$ cat config.mk
export PLATFORM = sky130hd
export DESIGN_NAME = memory_bank
export DESIGN_NICKNAME = d
export VERILOG_FILES = /design/src/rtl/memory_bank_pkg.sv /design/src/rtl/memory_bank.sv
export SDC_FILE = /design/constraint.sdc
export NUM_CORES = 1
export LEC_CHECK = 0
export ABC_AREA = 1
export CORE_MARGIN = 4
export CORE_UTILIZATION = 50
export CTS_CLUSTER_DIAMETER = 200
export CTS_CLUSTER_SIZE = 8
export DETAILED_ROUTE_END_ITERATION = 10
export PLACE_DENSITY = 0.7
export SYNTH_ARGS = -nofsm -noshare
export SYNTH_HDL_FRONTEND = slang
export SYNTH_SLANG_ARGS = --single-unit
export TNS_END_PERCENT = 100
$ cat constraint.sdc
create_clock -name clk -period 5.74 [get_ports clk]
set_input_delay 1.435 -clock clk [delete_from_list [all_inputs] [get_ports clk]]
set_output_delay 1.435 -clock clk [all_outputs]
set_load 0.01 [all_outputs]
$ cat src/rtl/memory_bank_pkg.sv
// Shared constants for the memory bank: command encodings and default geometry.
package memory_bank_pkg;

  localparam logic [1:0] MEMORY_MODE_NOP   = 2'b00;
  localparam logic [1:0] MEMORY_MODE_READ  = 2'b01;
  localparam logic [1:0] MEMORY_MODE_WRITE = 2'b10;
  localparam logic [1:0] MEMORY_MODE_CLEAR = 2'b11;

  localparam int MEMORY_WIDTH     = 4;
  localparam int MEMORY_ADDR_BITS = 4;

endpackage

$ cat src/rtl/memory_bank.sv
// Single-port word memory with registered read and a self-timed clear sweep
// that also initialises the array after reset.
module memory_bank
  import memory_bank_pkg::*;
#(
  parameter int               WIDTH       = MEMORY_WIDTH,
  parameter int               ADDR_BITS   = MEMORY_ADDR_BITS,
  parameter logic [WIDTH-1:0] CLEAR_VALUE = '0
) (
  input  logic                 clk,
  input  logic                 rst,
  input  logic [1:0]           mode,
  input  logic [ADDR_BITS-1:0] address,
  input  logic [WIDTH-1:0]     data_in,
  output logic [WIDTH-1:0]     data_out,
  output logic                 rd_valid,
  output logic                 busy,
  output logic                 cmd_dropped
);

  localparam int DEPTH = 2 ** ADDR_BITS;

  typedef enum logic {
    SWEEP = 1'b0,
    IDLE  = 1'b1
  } state_t;

  state_t               state;
  logic [ADDR_BITS-1:0] ptr;
  logic [WIDTH-1:0]     mem [DEPTH];

  // The array has no reset term; the sweep entered on reset initialises it.
  always_ff @(posedge clk) begin
    if (rst) begin
      state       <= SWEEP;
      busy        <= 1'b1;
      ptr         <= '0;
      data_out    <= CLEAR_VALUE;
      rd_valid    <= 1'b0;
      cmd_dropped <= 1'b0;
    end else begin
      case (state)
        SWEEP: begin
          mem[ptr]    <= CLEAR_VALUE;
          rd_valid    <= 1'b0;
          cmd_dropped <= (mode != MEMORY_MODE_NOP);
          if (&ptr) begin
            state <= IDLE;
            busy  <= 1'b0;
            ptr   <= '0;
          end else begin
            ptr <= ptr + 1'b1;
          end
        end
        default: begin
          cmd_dropped <= 1'b0;
          rd_valid    <= 1'b0;
          case (mode)
            MEMORY_MODE_READ: begin
              data_out <= mem[address];
              rd_valid <= 1'b1;
            end
            MEMORY_MODE_WRITE: mem[address] <= data_in;
            MEMORY_MODE_CLEAR: begin
              data_out <= CLEAR_VALUE;
              ptr      <= '0;
              state    <= SWEEP;
              busy     <= 1'b1;
            end
            default: ;
          endcase
        end
      endcase
    end
  end

endmodule

# Yosys cells after proc, flatten, opt, wreduce, memory -nomap -nowiden
# Memories as Yosys holds them, arrays and structs flattened.
# Cells that the tools add are included.
dict set report totals {
  memories 1
  inputBits 12
  ff_bits 12
  ramBits 64
  elab_cells 43
}
# name words word_bits read_ports rd_ports_with_merged_regs wr line
set mem_list {}
lappend mem_list {mem 16 4 1 0 1 memory_bank.sv:30} ;# logic [WIDTH-1:0] mem [DEPTH];
dict set report op_classes {
  muxes 21
  n_reduce_logical 9
  n_addsub 1
  n_eq_ne 4
  n_bitwise 1
}
# operator n
set op_table {}
lappend op_table {{$mux W4} 5}
lappend op_table {{$mux W1} 15}
lappend op_table {{$pmux W4 S2} 1}
lappend op_table {{$reduce_bool A2 Y1} 3}
lappend op_table {{$add A4 B1 Y4 const B} 1}
lappend op_table {{$eq A2 B2 Y1 const B} 2}
lappend op_table {{$reduce_and A2 Y1} 2}
lappend op_table {{$reduce_and A4 Y1} 1}
lappend op_table {{$reduce_or A2 Y1} 2}
lappend op_table {{$reduce_or A4 Y1} 1}
lappend op_table {{$eq A2 B1 Y1 const B} 1}
lappend op_table {{$ne A2 B1 Y1 const B} 1}
lappend op_table {{$not A1 Y1} 1}

# Depth between registers and ports, before layout
# Gate-level depths: netlist of the first run.
dict set report logic_depth {
  ltp_word 7
  ltp_mapped 11
  depth_no_buf 9
}

# Least setup slack after synthesis of the first run
# Ideal clock, no wire load.
dict set report synth_path {
  path_kind {in2reg}
  startpoint {input rst}
  endpoint {memory mem[2][0] (netlist name), enable pin}
  arrival_time_ns 2.517
  required_ns 5.379
  setup_slack_ns 2.862
  stages 9
  cell_sequence {buf_6 > nor2_4 > nand3_4 > buf_6 > nand2_1 > o21ai_2 > inv_2 > nand2_1 > nor3_1}
}
dict set report synth_via {
  elab_chain_len 4
}
# element line
set synth_lines {}
lappend synth_lines {{start: declaration} memory_bank.sv:11} ;# input logic rst,
lappend synth_lines {{$mux W1} memory_bank.sv:34} ;# if (rst) begin
lappend synth_lines {{$mux W1 (not written as such)} memory_bank.sv:63} ;# MEMORY_MODE_WRITE: mem[address] <= data_in;
lappend synth_lines {{$reduce_or A4 Y1 (no source line)} --}
lappend synth_lines {{$mux W4 (no source line) / $mux W1 (equally long branches)} --}
lappend synth_lines {{end: declaration} memory_bank.sv:30}
# Several ways; a longest one is shown, not always the timed one.

# Final worst setup path of the first run
dict set report layout_path {
  startpoint {input address[1]}
  endpoint {memory mem[2][2] (netlist name), enable pin}
}
dict set report layout_via {
  elab_chain_len 1
}
# element line
set layout_lines {}
lappend layout_lines {{start: declaration} memory_bank.sv:13} ;# input logic [ADDR_BITS-1:0] address,
lappend layout_lines {{$mux W4 (no source line)} --}
# No other way between the ends.

==> impl_metrics.ini, run 1 <==
[floorplanning]
die_w_um = 91.1
ios = 19
initial_core_util_pct = 51.1
die_area_mm2 = 0.00830
dieHeight_um = 91.1
rows = 30
core_mm2 = 0.00676

[critical_path]
worstSetupEndpointType = flop
path_cells = clkdlybuf4s50_1 > inv_2 > o21ai_1 > nand2_1 > nor3_1
crit_start = address[1]
r2r_end = mem[0][2]$_DFFE_PP_
path_delay_family = buffers and inverters
crit_path_end = mem[2][2]$_DFFE_PP_
crit_fanout = 17
required_ns = 5.73
slowest_stage = clkdlybuf4s50_1
cp_num_cells = 5
r2r_slack_ns = 3.68
critPathLaunchType = input pin
crit_buf_inv = 2
reg2reg_depth = 6
critPathArrivalTime_ns = 3.56
critPathKind = input pin to flop
r2r-start = state$_SDFF_PP0_
critPathMaxStageDelay_ns = 0.88

[clock_tree]
cts.path.max_buffers = 2
cts_resized = 0
clock_latency_ns = 0.35
clk_pin_slew_worst_paths_ns = 0.08
root_buffer = clkbuf_8
cts_hold_buf = 0
post_cts_buffers = 0
cts_tree = yes
cts_max_level = 3
cts_buffers = 9
cts.sinks = 76

[pwr]
ir_drop_uv = 162
power_density_mw_per_mm2 = 264
cellLeakagePower_nw = 1.61

[yosys]
ys_seq_area_share_pct = 62.6
synth_fp_nets = 380
synth.distinct_cells = 26
synthTopCellsByArea = edfxtp_1 (56%), nand2_1 (12%), nand3_1 (7.4%), dfxtp_1 (7.0%), inv_1 (7.0%)
synth_top_area_share_pct = 55.6
synthCells = 367
synth_top_cell_by_area = edfxtp_1
post_synth.cell_area_avg_um2 = 9.41
syn_area_mm2 = 0.00345
yosys_warnings = 0
synth.ff_latch_count = 76

[drt]
viasPerCell = 5.23
wl_per_cell_um = 15.1
postRouteAntennaNets = 0
drt-initial-drc-count = 194
vias = 2472
dr.pass1.iters = 6
wirelength_um = 7160
remaining_drc_errors = 0

[cells_and_area]
utilization_pct = 57.2
final_cell_mix = nand2_1 (106), inv_1 (64), edfxtp_1 (64)
area.growth.synth_to_final_pct = 11.9
drive_gt1_share_pct = 8.14
stdcell_count = 473
fin_nets = 401
diodes = 0
final_common_cell = nand2_1

[place]
dp.cells = 457
gp_congestion = 0.903
io_buffers = 18
place_ws_ns = 1.86
place.detailed.hpwl_um = 5070

[grt]
grt_pass1_wl_um = 11900
grt_max_degree = 35
antenna_found_initial = 0
grt_overflow = 0
grt_pass1_vias = 2463
grt_usage_pct = 19.0

[timing]
layout_min_cycle_time_ns = 3.57
timing.fmax_mhz = 280
fin_crit_sh_pct = 62.2
final_max_slew_viol_count = 0
setup_tns_ns = 0
hold_viol = 0
tightest_slew_ns = 0.660
rsz0062_at_grt = no
setup_viol = 0
finClkSkew_ns = 0.00850
layout_setup_ws_ns = 2.17
slew_headroom_pct = 55.6

[job]
drv_cap = 0

[hold_path]
hp-class = flop to flop

[run_status]
status = complete, no violations
## state kept, by name, indices dropped and copies added, names as in the netlist
signal and flops:
cmd_dropped 1, data_out 4, ptr 4, mem 64
state 1, busy 1, rd_valid 1
## layer usage
metal | up-vias | global-route usage, % | share of wire, %
met5 | - | 0 | 0
met4 | 0 | 8.29 | 1.4
met3 | 11 | 4.64 | 5.8
met2 | 82 | 30.0 | 49
met1 | 1157 | 24.9 | 44
li1 | 1222 | - | -
## tightest hold or removal path, cell delays in order (launching register included)
cell     delay [ns]
dfxtp_1        0.32
nand2_1        0.06
a21oi_1        0.05
## Yosys cell counts (all sizes together)
cell type / instances
a221oi: 1
a32o: 1
buf: 10
nor2: 26
o21ai: 8
nand3: 54
o22ai: 1
a21oi: 6
dfxtp: 12
nor3: 5
or2: 1
edfxtp: 64
ha: 1
nand2: 107
inv: 67
clkbuf: 3
## power by group
part | total, mW | internal, mW | switching, mW
combinational | 0.0726 | 0.0249 | 0.0477
clock | 0.347 | 0.155 | 0.192
sequential | 0.599 | 0.596 | 0.00300
## cell type report
cell class                 instances  area (um2)
inverter                          67         251
multi-input combinational        211         965
clock inverter                     6        41.3
fill                             587        2890
timing repair buffer              23         218
clock buffer                      10         128
sequential                        76        2160
tap                               80         100
## stage by stage
step / instance area, um2 / total power [mW] / hold WS [ns]
finish: 3860 / 1.02 / 0.468
global route: 3860 / 1.06 / 0.499
CTS: 3860 / 1.03 / 0.469
detailed placement: 3700 / 0.683 / 0.460
global placement: 3700 / 0.682 / 0.457
floorplan: 3450 / 0.661 / 0.472
## cells by family (layout without fill, tap and decap cells)
family / Yosys count / after routing / synth area share, %
AO/OA/AOI/OAI: 17 / 17 / 3.08
adder cells (fa/ha/maj): 1 / 1 / 0.362
buffers and inverters: 80 / 106 / 9.49
flip-flops: 76 / 76 / 62.6
AND/OR/NAND/NOR: 193 / 193 / 24.5
## worst min-delay path by stage
stage / start / to / depth (start not counted)
finish: data_out[2]$_SDFFE_PP0P_ / data_out[2]$_SDFFE_PP0P_ / 2
global route: busy$_SDFFE_PP1P_ / busy$_SDFFE_PP1P_ / 2
CTS: data_out[2]$_SDFFE_PP0P_ / data_out[2]$_SDFFE_PP0P_ / 2
global placement: data_out[3]$_SDFFE_PP0P_ / data_out[3]$_SDFFE_PP0P_ / 2
floorplan: ptr[2]$_SDFFE_PP0P_ / ptr[2]$_SDFFE_PP0P_ / 2
detailed placement: data_out[1]$_SDFFE_PP0P_ / data_out[1]$_SDFFE_PP0P_ / 2
Power figures use the tool's default switching activity.
==> inputs of run 2 (changes only) <==
- PLACE_DENSITY: 0.7 -> 0.72
- clock period: 5.74 -> 3 ns (I/O delays scaled with it)
==> run 2 against run 1 <==
  * Power grew 110%
  * Sequential power is 92% higher
  * Clock power rose to 2.6 times the previous value
  * Largest power group unchanged
  * Final cell count is 1.9% higher
  * Sequential share of layout area shrank 1.8 points
==> impl_metrics.ini, run 2 (synthesis results as in run 1) <==
[run_status]
status = complete, no violations

[pwr]
seqPwrFrac_pct = 52.4
switchingPower_uw = 443
power_frac_clock_pct = 40.8
cellLeakagePower_nw = 1.71
p_int_mw = 1.75
ir_drop_uv = 253
switching_share_pct = 20.2
total_power_mw = 2.19
power_density_mw_per_mm2 = 548
comb_power_share_pct = 6.8

[grt]
grt_pass1_vias = 2383
grt_max_degree = 33
grt_pass1_wl_um = 11900
grt_overflow = 0
antenna_found_initial = 0
grt_usage_pct = 18.8

[hold_path]
hp-class = flop to flop
hold_depth = 2
holdPathEnd = data_out[2]$_SDFFE_PP0P_
min-delay-start = data_out[2]$_SDFFE_PP0P_

[critical_path]
critPathKind = input pin to flop
crit_fanout = 13
r2r_end = mem[0][2]$_DFFE_PP_
critPathArrivalTime_ns = 2.49
r2r-start = state$_SDFF_PP0_
reg2reg_depth = 5
critPathLaunchType = input pin
worstSetupEndpointType = flop
required_ns = 3.05
r2r_slack_ns = 1.12

[clock_tree]
clk_pin_slew_worst_paths_ns = 0.08
cts_max_level = 3
cts_resized = 0
root_buffer = clkbuf_8
clock_latency_ns = 0.34
cts.path.max_buffers = 2
post_cts_buffers = 0
cts_buffers = 9
cts_hold_buf = 0
cts_tree = yes
cts.sinks = 76

[drt]
postRouteAntennaNets = 0
wl_per_cell_um = 14.9
drt-initial-drc-count = 162
vias = 2455
viasPerCell = 5.09
dr.pass1.iters = 5
wirelength_um = 7190
remaining_drc_errors = 0

[cells_and_area]
final_common_cell = nand2_1
top_regs = mem: 64 flops, data_out: 4 flops, ptr: 4 flops
diodes = 0
seqCellArea_mm2 = 0.00216
multi_input_area_um2 = 965
area.growth.synth_to_final_pct = 15.6
largest_reg_flops = 64
drive_gt1_share_pct = 10.2
regMostFlops = mem
final_cell_mix = nand2_1 (106), inv_1 (64), edfxtp_1 (64)
design_area_mm2 = 0.00400
fill_cells = 567
fin_nets = 410

[floorplanning]
die_w_um = 91.1
initial_core_util_pct = 51.1
rows = 30
core_mm2 = 0.00676
dieHeight_um = 91.1
die_area_mm2 = 0.00830
ios = 19

[timing]
layout_min_cycle_time_ns = 2.44
hold_viol = 0
final_max_slew_viol_count = 0
rsz0062_at_grt = no
fin_crit_sh_pct = 81.3
whs_ns = 0.476
slew_headroom_pct = 64.8
tightest_slew_ns = 0.527
timing.fmax_mhz = 410
setup_tns_ns = 0
setup_viol = 0
finClkSkew_ns = 0.0105

[place]
io_buffers = 18
gp_congestion = 0.937
place.detailed.hpwl_um = 4970
place_area_mm2 = 0.00376

[job]
drv_cap = 0
## run 2: cell count changes in the layout (fill, tap and decap cells not counted), sizes merged
cell,previous run,this run
clkinvlp,5,0
buf,5,14
bufinv,0,3
clkinv,1,2
clkbuf,10,11
## run 2: through the flow
stage                     std cells  setup slack, ns  util, %
after floorplan                 367            0.807        -
after global placement          466            0.242     55.7
after detailed placement        466            0.224     55.7
after CTS                       482            0.587     59.1
after global routing            482            0.427     59.1
final                           482            0.561     59.1
## run 2: area by class of cell
cell class / instances / share of cell area, %
flip-flops and latches: 76 / 54.1
clock buffers: 11 / 3.29
repair buffers: 32 / 7.14
clock inverters: 5 / 2.51
well taps: 80 / 2.51
multi-input cells: 211 / 24.1
inverters: 67 / 6.30
## run 2: how the worst max path moves through the flow
stage	startpoint	end	slack, ns	cells past startpoint
2_1_floorplan	rst	mem[2][0]$_DFFE_PP_	0.81	9
3_3_place_gp	mode[0]	mem[13][3]$_DFFE_PP_	0.24	8
3_5_place_dp	mode[0]	mem[15][0]$_DFFE_PP_	0.22	7
4_1_cts	mode[0]	mem[0][2]$_DFFE_PP_	0.59	7
5_1_grt	rst	mem[3][0]$_DFFE_PP_	0.43	7
6_report	mode[0]	mem[0][2]$_DFFE_PP_	0.56	7
## run 2: layer usage
| layer | GRT usage (%) | share of wire [%] |
|---|---|---|
| met5 | 0 | 0 |
| met4 | 9.17 | 1.3 |
| met3 | 3.31 | 5.9 |
| met2 | 29.1 | 48 |
| met1 | 25.7 | 45 |
## run 2: power by group through the flow
| stage | Clock, mW | Sequential, mW | Combinational (mW) |
|---|---|---|---|
| after floorplan | 0 | 1.17 | 0.0945 |
| after global placement | 0 | 1.17 | 0.143 |
| after detailed placement | 0 | 1.17 | 0.146 |
| after CTS | 0.906 | 1.15 | 0.147 |
| after global routing | 0.961 | 1.15 | 0.165 |
| final | 0.894 | 1.15 | 0.148 |
## run 2: critical path, stage by stage
cell and delay [ns]:
clkdlybuf4s50_1 0.51, nor2_4 0.16, nand3_4 0.16, o21ai_2 0.23
nand2_1 0.17, nor3_1 0.31, buf_4 0.20
